==> config.mk <==
export PLATFORM = sky130hd
export DESIGN_NAME = vga_sync_output
export DESIGN_NICKNAME = d
export VERILOG_FILES = /design/src/rtl/vga_sync_output.sv
export SDC_FILE = /design/constraint.sdc
export NUM_CORES = 1
export LEC_CHECK = 0
export CORE_MARGIN = 2
export CORE_UTILIZATION = 43
export DETAILED_ROUTE_END_ITERATION = 8
export GPL_TIMING_DRIVEN = 0
export HOLD_SLACK_MARGIN = 0.05
export PLACE_DENSITY = 0.82
export SYNTH_ARGS = -nofsm -noshare
export SYNTH_HDL_FRONTEND = slang
export SYNTH_SLANG_ARGS = --single-unit
==> constraint.sdc <==
create_clock -name clk_in -period 1.95 [get_ports clk_in]
set_clock_uncertainty 0.2 [all_clocks]
set_input_delay 0.39 -clock clk_in [delete_from_list [all_inputs] [get_ports clk_in]]
set_output_delay 0.39 -clock clk_in [all_outputs]
set_load 0.01 [all_outputs]
==> src/rtl/vga_sync_output.sv <==
// VGA raster timing generator with a delayed sync/colour output stage.
// Latency: counters are registered; hsync/vsync/rgb trail the counters by PIPE_DELAY+1 cycles.
// Backpressure: none; free-running at one pixel per clk_in cycle.
module vga_sync_output #(
    parameter int H_VISIBLE  = 640,
    parameter int H_FRONT    = 16,
    parameter int H_SYNC     = 96,
    parameter int H_BACK     = 48,
    parameter int V_VISIBLE  = 480,
    parameter int V_FRONT    = 10,
    parameter int V_SYNC     = 2,
    parameter int V_BACK     = 33,
    parameter int PIPE_DELAY = 2
) (
    input  logic       clk_in,
    input  logic       reset,
    output logic [9:0] counter_H,
    output logic [9:0] counter_V,
    input  logic       colour,
    input  logic [5:0] fg_rgb,
    input  logic [5:0] bg_rgb,
    output logic       hsync,
    output logic       vsync,
    output logic [5:0] rgb,
    output logic       frame_tick
);

    localparam int H_TOTAL = H_VISIBLE + H_FRONT + H_SYNC + H_BACK;
    localparam int V_TOTAL = V_VISIBLE + V_FRONT + V_SYNC + V_BACK;

    // Counter-domain boundaries, sized to the counter width so compares stay 10-bit.
    localparam logic [9:0] H_LAST       = 10'(H_TOTAL - 1);
    localparam logic [9:0] V_LAST       = 10'(V_TOTAL - 1);
    localparam logic [9:0] H_VIS        = 10'(H_VISIBLE);
    localparam logic [9:0] V_VIS        = 10'(V_VISIBLE);
    localparam logic [9:0] H_SYNC_FIRST = 10'(H_VISIBLE + H_FRONT);
    localparam logic [9:0] H_SYNC_LAST  = 10'(H_VISIBLE + H_FRONT + H_SYNC - 1);
    localparam logic [9:0] V_SYNC_FIRST = 10'(V_VISIBLE + V_FRONT);
    localparam logic [9:0] V_SYNC_LAST  = 10'(V_VISIBLE + V_FRONT + V_SYNC - 1);

    // Raster position
    logic [9:0] counter_h_q, counter_h_d;
    logic [9:0] counter_v_q, counter_v_d;

    // Raw timing decoded from the current counter values
    logic hs_raw;
    logic vs_raw;
    logic de_raw;

    // Delay lines: index 0 is the youngest stage, PIPE_DELAY-1 the oldest
    logic [PIPE_DELAY-1:0] hs_pipe_q, hs_pipe_d;
    logic [PIPE_DELAY-1:0] vs_pipe_q, vs_pipe_d;
    logic [PIPE_DELAY-1:0] de_pipe_q, de_pipe_d;

    // Output registers
    logic       hsync_q, hsync_d;
    logic       vsync_q, vsync_d;
    logic [5:0] rgb_q, rgb_d;
    logic       frame_tick_q, frame_tick_d;

    // Next raster position: H wraps every line, V advances only on the H wrap
    always_comb begin
        counter_h_d = counter_h_q + 10'd1;
        counter_v_d = counter_v_q;
        if (counter_h_q == H_LAST) begin
            counter_h_d = 10'd0;
            if (counter_v_q == V_LAST) begin
                counter_v_d = 10'd0;
            end else begin
                counter_v_d = counter_v_q + 10'd1;
            end
        end
    end

    // Decode active-low sync pulses and the visible-area flag from the counters
    always_comb begin
        hs_raw = !((counter_h_q >= H_SYNC_FIRST) && (counter_h_q <= H_SYNC_LAST));
        vs_raw = !((counter_v_q >= V_SYNC_FIRST) && (counter_v_q <= V_SYNC_LAST));
        de_raw = (counter_h_q < H_VIS) && (counter_v_q < V_VIS);
    end

    // Shift the raw timing through the delay line so it lines up with the colour input
    always_comb begin
        hs_pipe_d    = hs_pipe_q;
        vs_pipe_d    = vs_pipe_q;
        de_pipe_d    = de_pipe_q;
        hs_pipe_d[0] = hs_raw;
        vs_pipe_d[0] = vs_raw;
        de_pipe_d[0] = de_raw;
        for (int i = 1; i < PIPE_DELAY; i++) begin
            hs_pipe_d[i] = hs_pipe_q[i-1];
            vs_pipe_d[i] = vs_pipe_q[i-1];
            de_pipe_d[i] = de_pipe_q[i-1];
        end
    end

    // Output stage: syncs and pixel colour are registered on the same edge; the
    // frame tick is derived from the next counter values so it coincides with (640,480)
    always_comb begin
        hsync_d = hs_pipe_q[PIPE_DELAY-1];
        vsync_d = vs_pipe_q[PIPE_DELAY-1];
        if (de_pipe_q[PIPE_DELAY-1]) begin
            rgb_d = colour ? fg_rgb : bg_rgb;
        end else begin
            rgb_d = 6'b000000;
        end
        frame_tick_d = (counter_h_d == H_VIS) && (counter_v_d == V_VIS);
    end

    // Raster counters
    always_ff @(posedge clk_in) begin
        if (reset) begin
            counter_h_q <= 10'd0;
            counter_v_q <= 10'd0;
        end else begin
            counter_h_q <= counter_h_d;
            counter_v_q <= counter_v_d;
        end
    end

    // Delay line; syncs idle high and display-enable idles low so nothing leaks out after reset
    always_ff @(posedge clk_in) begin
        if (reset) begin
            hs_pipe_q <= '1;
            vs_pipe_q <= '1;
            de_pipe_q <= '0;
        end else begin
            hs_pipe_q <= hs_pipe_d;
            vs_pipe_q <= vs_pipe_d;
            de_pipe_q <= de_pipe_d;
        end
    end

    // Output registers
    always_ff @(posedge clk_in) begin
        if (reset) begin
            hsync_q      <= 1'b1;
            vsync_q      <= 1'b1;
            rgb_q        <= 6'b000000;
            frame_tick_q <= 1'b0;
        end else begin
            hsync_q      <= hsync_d;
            vsync_q      <= vsync_d;
            rgb_q        <= rgb_d;
            frame_tick_q <= frame_tick_d;
        end
    end

    assign counter_H  = counter_h_q;
    assign counter_V  = counter_v_q;
    assign hsync      = hsync_q;
    assign vsync      = vsync_q;
    assign rgb        = rgb_q;
    assign frame_tick = frame_tick_q;

endmodule

==> results of run 1 <==
-- where the power goes --
group          internal (mW)  switching, mW
Clock                  0.510          0.279
Sequential             0.723         0.0108
Combinational         0.0629         0.0435
-- cells by family after synthesis --
kind of cell	after synthesis
buffers and inverters	15
DFF	35
adders and majority gates	6
AOI/OAI and AO/OA	14
xor gates and xnor gates	14
and+or+nand+nor	82
muxes	7
-- cell usage after synthesis (5+ instances only) --
master / n
dfxtp_1: 35
inv_1: 5
nor2_1: 27
nand4_1: 11
nand3_1: 6
ha_1: 6
nor3_1: 7
mux2i_1: 6
xor2_1: 10
-- cell type report --
class	instances	area, sq um
plain buffers	8	65.1
clock buffers	5	68.8
clock inverters	3	67.6
fillers	291	1200
inverters	5	18.8
multi-input cells	123	892
flip-flops and latches	35	728
well taps	48	60.1
repair buffers	59	561
-- layer usage --
layer / part of all wire, % / vias to the layer above / global-route usage, %
li1: - / 731 / -
met1: 42 / 701 / 24.5
met2: 46 / 84 / 31.1
met3: 8.6 / 15 / 6.85
met4: 3.5 / 0 / 13.3
met5: 0 / - / 0
-- how the worst max path moves through the flow --
stage               depth (start not counted)          to  slack, ns         start
finish                                      7  frame_tick      -0.03  counter_H[7]
floorplan                                   8  frame_tick      -0.05  counter_H[0]
global placement                            8  frame_tick      -0.16  counter_H[0]
global route                                7  frame_tick      -0.11  counter_H[7]
CTS                                         7  frame_tick      -0.02  counter_H[5]
detailed placement                          8  frame_tick      -0.18  counter_H[0]
-- registers in the layout, summed over array words and instances (netlist names) --
signal,cells
counter_H,10
counter_V,10
de_pipe_q,2
frame_tick,1
hs_pipe_q,2
hsync,1
rgb,6
vs_pipe_q,2
vsync,1
-- repair_timing --
| item | CTS | global route |
|---|---|---|
| buffers inserted | 8 | 9 |
| pin swaps | 2 | 8 |
| gates resized for setup | 12 | 19 |
| endpoints found under the setup margin | 15 | 15 |
==> results.sh, run 1 <==
export IMPL_power_mw=1.63
export IMPL_min_path_type="reg2reg"
export IMPL_p_leak_nw=1.03
export IMPL_worstPathCellList="buf_6 -> nor4b_4 -> buf_4 -> nand4_1 -> nor2_1 -> xnor2_1 -> nor4b_4"
export IMPL_rows=22
export IMPL_start_kind="flip-flop"
export IMPL_setup_viol=1
export IMPL_tightest_slew_ns=0.492
export IMPL_place_gp_congestion=0.819
export IMPL_grt_first_pass_wirelength_mm=6.51
export IMPL_first_pass_iters=4
export IMPL_clockBufferDepth=2
export IMPL_finish_utilization_pct=67.2
export IMPL_rsz0062_at_grt="yes"
export IMPL_ioPinCount=44
export IMPL_cts_tree="yes"
export IMPL_ant_nets=0
export IMPL_synth_top_area_share_pct=42.7
export IMPL_rrSetupSlack_ns=-0.03
export IMPL_final_cells=286
export IMPL_area_growth_pct=50.0
export IMPL_synth_cells=173
export IMPL_wire_per_inst_um=15.5
export IMPL_clk_pin_slew_worst_paths_ns=0.08
export IMPL_ys_types=38
export IMPL_dr_total_vias=1531
export IMPL_preCtsSetupSlack_ns=-0.178
export IMPL_max_stage_delay_ns=0.33
export IMPL_io_buffer_count=42
export IMPL_ys_warn_count=0
export IMPL_ys_top_cells_by_area="dfxtp_1 43%, nor2_1 6.2%, xor2_1 5.3%, ha_1 4.6%, nand4_1 4.2%"
export IMPL_slowest_stage="dfxtp_2"
export IMPL_hp_start="vs_pipe_q[1]"
export IMPL_nets=258
export IMPL_dieArea_sq_um=4330
export IMPL_status="complete, but fails checks"
export IMPL_muxShareOfSynthArea_pct=4.58
export IMPL_cp_common_cell="nor4b_4"
export IMPL_cts_hold_buf=0
export IMPL_h_tree_depth=2
export IMPL_tns_ns=-0.0316
export IMPL_cts_root_buf="clkbuf_8"
export IMPL_layout_common_cells="40 x clkdlybuf4s50_1, 27 x nor2_1, 21 x dfxtp_1"
export IMPL_fmax_mhz=505
export IMPL_placed_area_sq_um=2140
export IMPL_whs_path_depth=1
export IMPL_async_reset_ff_share_pct=0
export IMPL_layout_drive_gt1_share_pct=24.4
export IMPL_hold_viol=0
export IMPL_ir_drop_v=0.000330
export IMPL_arrival_ns=2.00
export IMPL_synth_nets=194
export IMPL_worst_hold_slack_ns=0.211
export IMPL_antenna_found_initial=0
export IMPL_min_period_ns=1.98
export IMPL_fin_ws_ns=-0.0316
export IMPL_first_global_vias=1389
export IMPL_rr_worst_depth=7
export IMPL_final_common_cell="clkdlybuf4s50_1"
export IMPL_cts_sinks=35
export IMPL_yosysTopAreaCell="dfxtp_1"
export IMPL_avgSynthCellArea_sq_um=9.48
export IMPL_violations="setup timing"
export IMPL_crit_type="reg2reg"
export IMPL_core_area_sq_um=3660
export IMPL_slew_headroom_pct=67.1
export IMPL_clk_latency_ns=0.30
export IMPL_yosysSeqAreaShare_pct=42.7
export IMPL_r2r_start="counter_H[7]"
export IMPL_synth_xor_area_share_pct=7.48
export IMPL_diodes=0
export IMPL_viasPerCell=5.35
export IMPL_crit_fanout=4
export IMPL_die_w_um=65.8
export IMPL_synth_seq_cells=35
export IMPL_synth_adder_area_share_pct=4.58
export IMPL_drcViolationCount=0
export IMPL_end_kind="flip-flop"
export IMPL_die_h_um=65.8
export IMPL_synth_top_family_by_area="simple AND/OR/NAND/NOR gates"
export IMPL_maxCapViolCount=0
export IMPL_cts_buffers=5
export IMPL_hold_path_end="vsync"
export IMPL_drt_initial_drc_count=55
export IMPL_fin_crit_sh_pct=102
export IMPL_grt_max_degree=13
export IMPL_grt_ovfl_total=0
export IMPL_path_buf_inv=2
export IMPL_synth_edf_count=0
export IMPL_postLayoutCellArea_sq_um=2460
export IMPL_dp_cells=263
export IMPL_cp_top_family="simple AND/OR/NAND/NOR gates"
export IMPL_power_density_nw_per_um2=662
export IMPL_syn_area_sq_um=1640
export IMPL_cp_data_required_time_ns=1.97
export IMPL_synthSimpleGateAreaFrac_pct=29.8
export IMPL_synth_compound_area_share_pct=5.80
export IMPL_dp_hpwl_mm=2.57
export IMPL_grtUsageTotal_pct=20.5
export IMPL_slew_violations=0
export IMPL_initial_core_util_pct=44.8
export IMPL_synth_main_ff_cell="dfxtp_1"
export IMPL_r2r_end="frame_tick"
export IMPL_finalWirelength_mm=4.44
Note: power is estimated with default switching activity, not from simulation.
==> run 2, diff against run 1 <==
--- a/config.mk
+++ b/config.mk
@@ -5,6 +5,7 @@
 export SDC_FILE = /design/constraint.sdc
 export NUM_CORES = 1
 export LEC_CHECK = 0
+export ABC_CLOCK_PERIOD_IN_PS = 1950
 export CORE_MARGIN = 2
 export CORE_UTILIZATION = 43
 export DETAILED_ROUTE_END_ITERATION = 8
==> results of run 2 <==
Final layout, timing and power as in run 1 (identical DEF).
==> run 3, diff against run 2 <==
--- a/config.mk
+++ b/config.mk
@@ -12,6 +12,7 @@
 export GPL_TIMING_DRIVEN = 0
 export HOLD_SLACK_MARGIN = 0.05
 export PLACE_DENSITY = 0.82
+export SLEW_MARGIN = 20
 export SYNTH_ARGS = -nofsm -noshare
 export SYNTH_HDL_FRONTEND = slang
 export SYNTH_SLANG_ARGS = --single-unit
==> results of run 3 <==
Final layout, timing and power as in run 1 (identical DEF).
